## src/rtl/elevator_pkg.sv

```systemverilog
// Shared constants and types for the elevator request scheduler.
package elevator_pkg;
  localparam int FLOOR_W            = 4;
  localparam int DEFAULT_NUM_FLOORS = 10;

  typedef enum logic [1:0] {
    S_IDLE,
    S_UP,
    S_DOWN,
    S_DWELL
  } sched_state_t;

  localparam logic DIR_UP   = 1'b1;
  localparam logic DIR_DOWN = 1'b0;
endpackage

```

## src/rtl/elevator_request_sync.sv

```systemverilog
// Call-button front end: rising-edge detector, plus (under SCHED_DEBOUNCE_EN)
// a two-flop synchronizer and a 4-cycle stability filter ahead of it.
module request_sync
  import elevator_pkg::*;
(
  input  logic               clk,
  input  logic               rst_n,
  input  logic               req_valid,
  input  logic [FLOOR_W-1:0] req_floor,
  output logic               req_edge,
  output logic [FLOOR_W-1:0] edge_floor
);

  logic level;
  logic level_prev_reg;

`ifdef SCHED_DEBOUNCE_EN
  localparam logic [2:0] STABLE_COUNT = 3'd4;

  logic               valid_meta_reg, valid_sync_reg;
  logic [FLOOR_W-1:0] floor_meta_reg, floor_sync_reg, floor_hold_reg;
  logic [2:0]         stable_cnt_reg;

  // A changing floor code restarts the stability window.
  always_ff @(posedge clk or negedge rst_n) begin
    if (!rst_n) begin
      valid_meta_reg <= 1'b0;
      valid_sync_reg <= 1'b0;
      floor_meta_reg <= '0;
      floor_sync_reg <= '0;
      floor_hold_reg <= '0;
      stable_cnt_reg <= '0;
    end else begin
      valid_meta_reg <= req_valid;
      valid_sync_reg <= valid_meta_reg;
      floor_meta_reg <= req_floor;
      floor_sync_reg <= floor_meta_reg;
      floor_hold_reg <= floor_sync_reg;
      if (!valid_sync_reg)
        stable_cnt_reg <= '0;
      else if (floor_sync_reg != floor_hold_reg)
        stable_cnt_reg <= 3'd1;
      else if (stable_cnt_reg != STABLE_COUNT)
        stable_cnt_reg <= stable_cnt_reg + 3'd1;
    end
  end

  assign level      = (stable_cnt_reg == STABLE_COUNT);
  assign edge_floor = floor_hold_reg;
`else
  assign level      = req_valid;
  assign edge_floor = req_floor;
`endif

  always_ff @(posedge clk or negedge rst_n) begin
    if (!rst_n)
      level_prev_reg <= 1'b0;
    else
      level_prev_reg <= level;
  end

  assign req_edge = level & ~level_prev_reg;

endmodule

```

## src/rtl/elevator_request_scheduler.sv

```systemverilog
// Pending-request bitmap with SCAN target selection for the elevator FSM.
// Optional input debouncing is enabled with the SCHED_DEBOUNCE_EN macro.
module elevator_request_scheduler
  import elevator_pkg::*;
#(
  parameter int NUM_FLOORS   = DEFAULT_NUM_FLOORS,
  parameter int DWELL_CYCLES = 8
) (
  input  logic                  clk,
  input  logic                  rst_n,
  input  logic                  req_valid,
  input  logic [FLOOR_W-1:0]    req_floor,
  input  logic [FLOOR_W-1:0]    current_floor,
  input  logic                  car_idle,
  output logic [FLOOR_W-1:0]    requested_floor,
  output logic [NUM_FLOORS-1:0] pending,
  output logic                  dir_up,
  output logic                  busy
);

  localparam logic [31:0] DWELL_LOAD = (DWELL_CYCLES < 1) ? 32'd1 : 32'(DWELL_CYCLES);

  sched_state_t          state_reg, state_next;
  logic [NUM_FLOORS-1:0] pending_reg, pending_next;
  logic [FLOOR_W-1:0]    requested_floor_reg, requested_floor_next;
  logic                  dir_up_reg, dir_up_next;
  logic [31:0]           dwell_cnt_reg, dwell_cnt_next;
  logic                  busy_reg;

  logic                  req_edge;
  logic [FLOOR_W-1:0]    edge_floor;
  logic [NUM_FLOORS-1:0] set_mask, clr_mask, cur_onehot, above_mask, below_mask;
  logic                  above_found, below_found;
  logic [FLOOR_W-1:0]    above_idx, below_idx;
  logic                  cur_valid;

  request_sync u_request_sync (
    .clk        (clk),
    .rst_n      (rst_n),
    .req_valid  (req_valid),
    .req_floor  (req_floor),
    .req_edge   (req_edge),
    .edge_floor (edge_floor)
  );

  assign cur_valid = (int'(current_floor) < NUM_FLOORS);

  // Out-of-range floor codes match no bit, so they are dropped here.
  genvar gi;
  generate
    for (gi = 0; gi < NUM_FLOORS; gi++) begin : g_floor
      assign set_mask[gi]   = req_edge && (int'(edge_floor) == gi);
      assign cur_onehot[gi] = (int'(current_floor) == gi);
      assign above_mask[gi] = pending_reg[gi] && (gi > int'(current_floor));
      assign below_mask[gi] = pending_reg[gi] && (gi < int'(current_floor));
    end
  endgenerate

  // Nearest pending floor above (lowest index) and below (highest index).
  always_comb begin
    above_found = 1'b0;
    above_idx   = '0;
    below_found = 1'b0;
    below_idx   = '0;
    for (int i = NUM_FLOORS - 1; i >= 0; i--) begin
      if (above_mask[i]) begin
        above_found = 1'b1;
        above_idx   = FLOOR_W'(i);
      end
    end
    for (int i = 0; i < NUM_FLOORS; i++) begin
      if (below_mask[i]) begin
        below_found = 1'b1;
        below_idx   = FLOOR_W'(i);
      end
    end
  end

  always_comb begin
    state_next           = state_reg;
    requested_floor_next = requested_floor_reg;
    dir_up_next          = dir_up_reg;
    dwell_cnt_next       = dwell_cnt_reg;
    clr_mask             = '0;
    case (state_reg)
      S_IDLE: begin
        if (car_idle && (|pending_reg) && cur_valid) begin
          if (|(pending_reg & cur_onehot)) begin
            clr_mask             = cur_onehot;
            requested_floor_next = current_floor;
            dwell_cnt_next       = DWELL_LOAD;
            state_next           = S_DWELL;
          end else if (dir_up_reg == DIR_UP) begin
            if (above_found) begin
              requested_floor_next = above_idx;
              state_next           = S_UP;
            end else begin
              requested_floor_next = below_idx;
              dir_up_next          = DIR_DOWN;
              state_next           = S_DOWN;
            end
          end else begin
            if (below_found) begin
              requested_floor_next = below_idx;
              state_next           = S_DOWN;
            end else begin
              requested_floor_next = above_idx;
              dir_up_next          = DIR_UP;
              state_next           = S_UP;
            end
          end
        end
      end
      S_UP, S_DOWN: begin
        if (car_idle && (current_floor == requested_floor_reg)) begin
          clr_mask       = cur_onehot;
          dwell_cnt_next = DWELL_LOAD;
          state_next     = S_DWELL;
        end
      end
      S_DWELL: begin
        // Calls for the floor the doors are open at are absorbed.
        clr_mask = cur_onehot;
        if (dwell_cnt_reg <= 32'd1) begin
          dwell_cnt_next = '0;
          state_next     = S_IDLE;
        end else begin
          dwell_cnt_next = dwell_cnt_reg - 32'd1;
        end
      end
      default: state_next = S_IDLE;
    endcase
    pending_next = (pending_reg | set_mask) & ~clr_mask;
  end

  always_ff @(posedge clk or negedge rst_n) begin
    if (!rst_n) begin
      state_reg           <= S_IDLE;
      pending_reg         <= '0;
      requested_floor_reg <= '0;
      dir_up_reg          <= DIR_UP;
      dwell_cnt_reg       <= '0;
      busy_reg            <= 1'b0;
    end else begin
      state_reg           <= state_next;
      pending_reg         <= pending_next;
      requested_floor_reg <= requested_floor_next;
      dir_up_reg          <= dir_up_next;
      dwell_cnt_reg       <= dwell_cnt_next;
      busy_reg            <= (|pending_reg) || (state_reg != S_IDLE);
    end
  end

  assign requested_floor = requested_floor_reg;
  assign pending         = pending_reg;
  assign dir_up          = dir_up_reg;
  assign busy            = busy_reg;

endmodule
```

## config.mk

```make
export PLATFORM = sky130hd
export DESIGN_NAME = elevator_request_scheduler
export DESIGN_NICKNAME = d
export VERILOG_FILES = /design/src/rtl/elevator_pkg.sv /design/src/rtl/elevator_request_sync.sv /design/src/rtl/elevator_request_scheduler.sv
export SDC_FILE = /design/constraint.sdc
export NUM_CORES = 1
export LEC_CHECK = 0
export ABC_AREA = 1
export ABC_CLOCK_PERIOD_IN_PS = 2350
export CAP_MARGIN = 20
export CORE_MARGIN = 3
export CORE_UTILIZATION = 60
export CTS_CLUSTER_DIAMETER = 200
export DETAILED_ROUTE_END_ITERATION = 7
export PLACE_DENSITY_LB_ADDON = 0.05
export REMOVE_ABC_BUFFERS = 1
export SLEW_MARGIN = 20
export SYNTH_ARGS = -nofsm -noshare
export SYNTH_HDL_FRONTEND = slang
export SYNTH_SLANG_ARGS = --single-unit
```

## constraint.sdc

```tcl
create_clock -name clk -period 2.35 [get_ports clk]
set_input_delay 0.235 -clock clk [delete_from_list [all_inputs] [get_ports clk]]
set_output_delay 0.235 -clock clk [all_outputs]
set_load 0.03 [all_outputs]
```

==> insert_results.sql <==
INSERT INTO impl_metrics (metric_group, metric, value, unit) VALUES
('final_layout', 'largest_register_ffs', '32', ''),
('placed_design', 'routabilityCongestion', '1.017', ''),
('die', 'initial_standard_cell_utilization_of_the_core', '63.68', '%'),
('critical_path', 'critical_path_endpoint_category', 'flip-flop', ''),
('routing', 'total_length_of_routed_wires', '10530', 'µm'),
('critical_path', 'cp_slowest_cell', 'sky130_fd_sc_hd__clkdlybuf4s50_1', ''),
('logic_synthesis', 'synth_seq_cells', '51', ''),
('die', 'rows', '29', ''),
('clock_tree', 'post_cts.repair.setup_buffers', '0', ''),
('timing', 'unrepaired_setup_endpoints_after_global_routing', 'false', ''),
('logic_synthesis', 'synth.distinct_cells', '40', ''),
('timing', 'hold_viol_final', '0', ''),
('die', 'fp.dieArea', '7966', 'µm²'),
('logic_synthesis', 'netlist_area', '4159', 'µm²'),
('critical_path', 'r2r_slack', '0.26', 'ns'),
('clock_tree', 'tritoncts.num_buffers', '5', ''),
('global_routing', 'global_route.usage.total', '28.28', '%'),
('placed_design', 'place_worst_setup_slack', '-0.1584', 'ns'),
('final_layout', 'layout_common_cells', '170 x sky130_fd_sc_hd__nand2_1, 89 x sky130_fd_sc_hd__inv_1, 88 x sky130_fd_sc_hd__nor2_1', ''),
('routing', 'remaining_drc_errors', '0', ''),
('final_layout', 'layout.cells.most_common', 'sky130_fd_sc_hd__nand2_1', ''),
('critical_path', 'timing.setup.critical_path_class', 'in -> reg', ''),
('timing', 'final.period_utilization', '92.86', '%'),
('timing', 'finalHoldWorstSlack', '0.4067', 'ns'),
('clock_tree', 'clk_path_buf_depth', '2', ''),
('timing', 'worst_slack', '0.1678', 'ns'),
('placed_design', 'dp_hpwl', '8392', 'µm'),
('clock_tree', 'cts_htree_levels', '2', ''),
('die', 'die_w', '89.26', 'µm'),
('critical_path', 'critical_path.n_buffers_inverters', '3', ''),
('final_layout', 'final_core_util', '74.44', '%'),
('global_routing', 'antenna_found_initial', '0', ''),
('clock_tree', 'cts_tree', 'done', ''),
('routing', 'dr.first_iter.drc_count', '155', ''),
('critical_path', 'path_delay_family', 'buffers and inverters', ''),
('critical_path', 'worstPathArrival', '2.38', 'ns'),
('die', 'io-pin-count', '28', ''),
('power', 'powerDensity', '428.0', 'nW/µm²'),
('routing', 'detail-route-antenna-nets', '0', ''),
('die', 'dieHeight', '89.26', 'µm'),
('logic_synthesis', 'avgSynthCellArea', '6.730', 'µm²'),
('clock_tree', 'clkSlewWorstSetupHoldPaths', '0.09', 'ns'),
('critical_path', 'path_max_fanout', '27', ''),
('logic_synthesis', 'synth_warnings', '0', ''),
('clock_tree', 'clock-sinks', '51', ''),
('critical_path', 'cp_cell_sequence', 'clkdlybuf4s50_1 -> buf_4 -> nor2_8 -> nand2_1 -> o22ai_1 -> nor2_1 -> nand2_2 -> nor2_4 -> or2_4 -> nand2_4 -> nand2_8 -> buf_12 -> nand2_1 -> o21ai_2', ''),
('clock_tree', 'cts_root_buffer', 'sky130_fd_sc_hd__clkbuf_8', ''),
('power', 'p_leak', '2.467', 'nW'),
('global_routing', 'largest_net_degree_at_the_start_of_global_routing', '29', ''),
('placed_design', 'numPortBuffers', '27', ''),
('critical_path', 'cp_num_cells', '14', ''),
('die', 'core', '6531', 'µm²'),
('global_routing', 'grt-ovfl-total', '0', ''),
('final_layout', 'area_growth_synth_to_finish', '16.91', '%'),
('critical_path', 'start_kind', 'input port', ''),
('routing', 'routed-via-count', '4108', ''),
('clock_tree', 'clock_latency_on_the_worst_skew_pair', '0.30', 'ns'),
('logic_synthesis', 'syn_inst', '618', ''),
('timing', 'clock.fmax', '458.2', 'MHz'),
('final_layout', 'fin_nets', '693', ''),
('logic_synthesis', 'synth.yosys.seq_area_share', '30.72', '%'),
('timing', 'timing.final.crit_period', '2.182', 'ns'),
('timing', 'report.final.setup_viol', '0', ''),
('routing', 'dr.pass1.iters', '5', ''),
('critical_path', 'ff2ff_path_depth', '13', ''),
('run_status', 'outcome', 'finished, final reports clean', ''),
('power', 'worst_case_vdd_ir_drop', '0.3463', 'mV'),
('final_layout', 'antenna-diode-count', '0', ''),
('critical_path', 'timing.critical_path.mode_cell', 'sky130_fd_sc_hd__nand2_1', ''),
('critical_path', 'required', '2.54', 'ns'),
('global_routing', 'via_count_of_the_first_global_routing_pass', '4057', '');
worst paths after layout:
check                                 start                       endpoint
setup / recovery           current_floor[2]              dwell_cnt_reg[22]
hold / removal                    req_valid  u_request_sync.level_prev_reg
setup reg to reg           dwell_cnt_reg[0]                   state_reg[0]
hold reg to reg            dwell_cnt_reg[4]               dwell_cnt_reg[4]
max in group asynchronous             rst_n                         dir_up
min in group asynchronous             rst_n               dwell_cnt_reg[6]
cell type report:
cell class | instances | area [µm²]
Tap cell | 77 | 96.34
Timing Repair Buffer | 66 | 613.1
Sequential cell | 51 | 1277
Fill cell | 530 | 1669
Inverter | 93 | 351.6
Clock buffer | 5 | 68.82
Clock inverter | 2 | 37.54
Multi-Input combinational cell | 459 | 2417
synth_stat cells (all sizes together):
library cell    n  area [µm²]
a21oi          10       50.05
a22oi           2       15.01
a2bb2oi         1       8.760
a31oi          13       81.33
and3            1       11.26
buf            12       107.6
clkbuf          3       11.26
dfrtp          50        1251
dfstp           1       26.28
ha              5       62.56
inv            93       351.6
nand2         185       750.7
nand3          41       205.2
nand4          11       68.82
nor2           94       396.6
nor3            9       50.05
nor3b           1       7.510
o211ai          1       7.510
o21ai          43       331.6
o22ai           3       31.28
o31ai           3       22.52
or2             3       21.27
xnor2           2       17.52
xor2           31       271.5
per-layer routing:
layer	wire (µm)	part of all wire (%)	vias to the layer above	track usage (%)
li1	-	-	2051	-
met1	4278	41	1892	31.15
met2	5521	52	137	53.58
met3	407	3.9	28	4.147
met4	319	3.0	0	11.64
met5	0	0	-	0
timing repair:
item / 4_1_cts / 5_1_grt
gates resized for setup: 0 / 4
setup endpoints to repair: 0 / 4
hold buffers: 1 / 0
hold endpoints to repair: 50 / 0
power by group:
group,switching [mW],internal (mW)
Sequential,0.0485,0.908
Combinational,0.318,0.205
Clock,0.289,0.312
stage by stage:
step                      setup TNS (ns)  cell area [µm²]  std cells  total power [mW]
after CTS                              0             4853        753             2.093
final                                  0             4862        753             2.081
after detailed placement          -4.330             4737        745             1.485
after floorplan                        0             4040        603             1.257
after global placement            -4.074             4737        745             1.484
after global routing                   0             4862        753             2.200
cell families (layout without fill, tap and decap cells):
logic type                 count (synthesis)  count (layout)  synth area share, %
AOI/OAI and AO/OA                         76              76                13.18
xor gates and xnor gates                  33              33                6.950
adders and majority gates                  5               5                1.504
buffers and inverters                    108             166                11.31
DFF                                       51              51                30.72
and+or+nand+nor                          345             345                36.34
No activity file was read; power rests on OpenSTA's default activity.
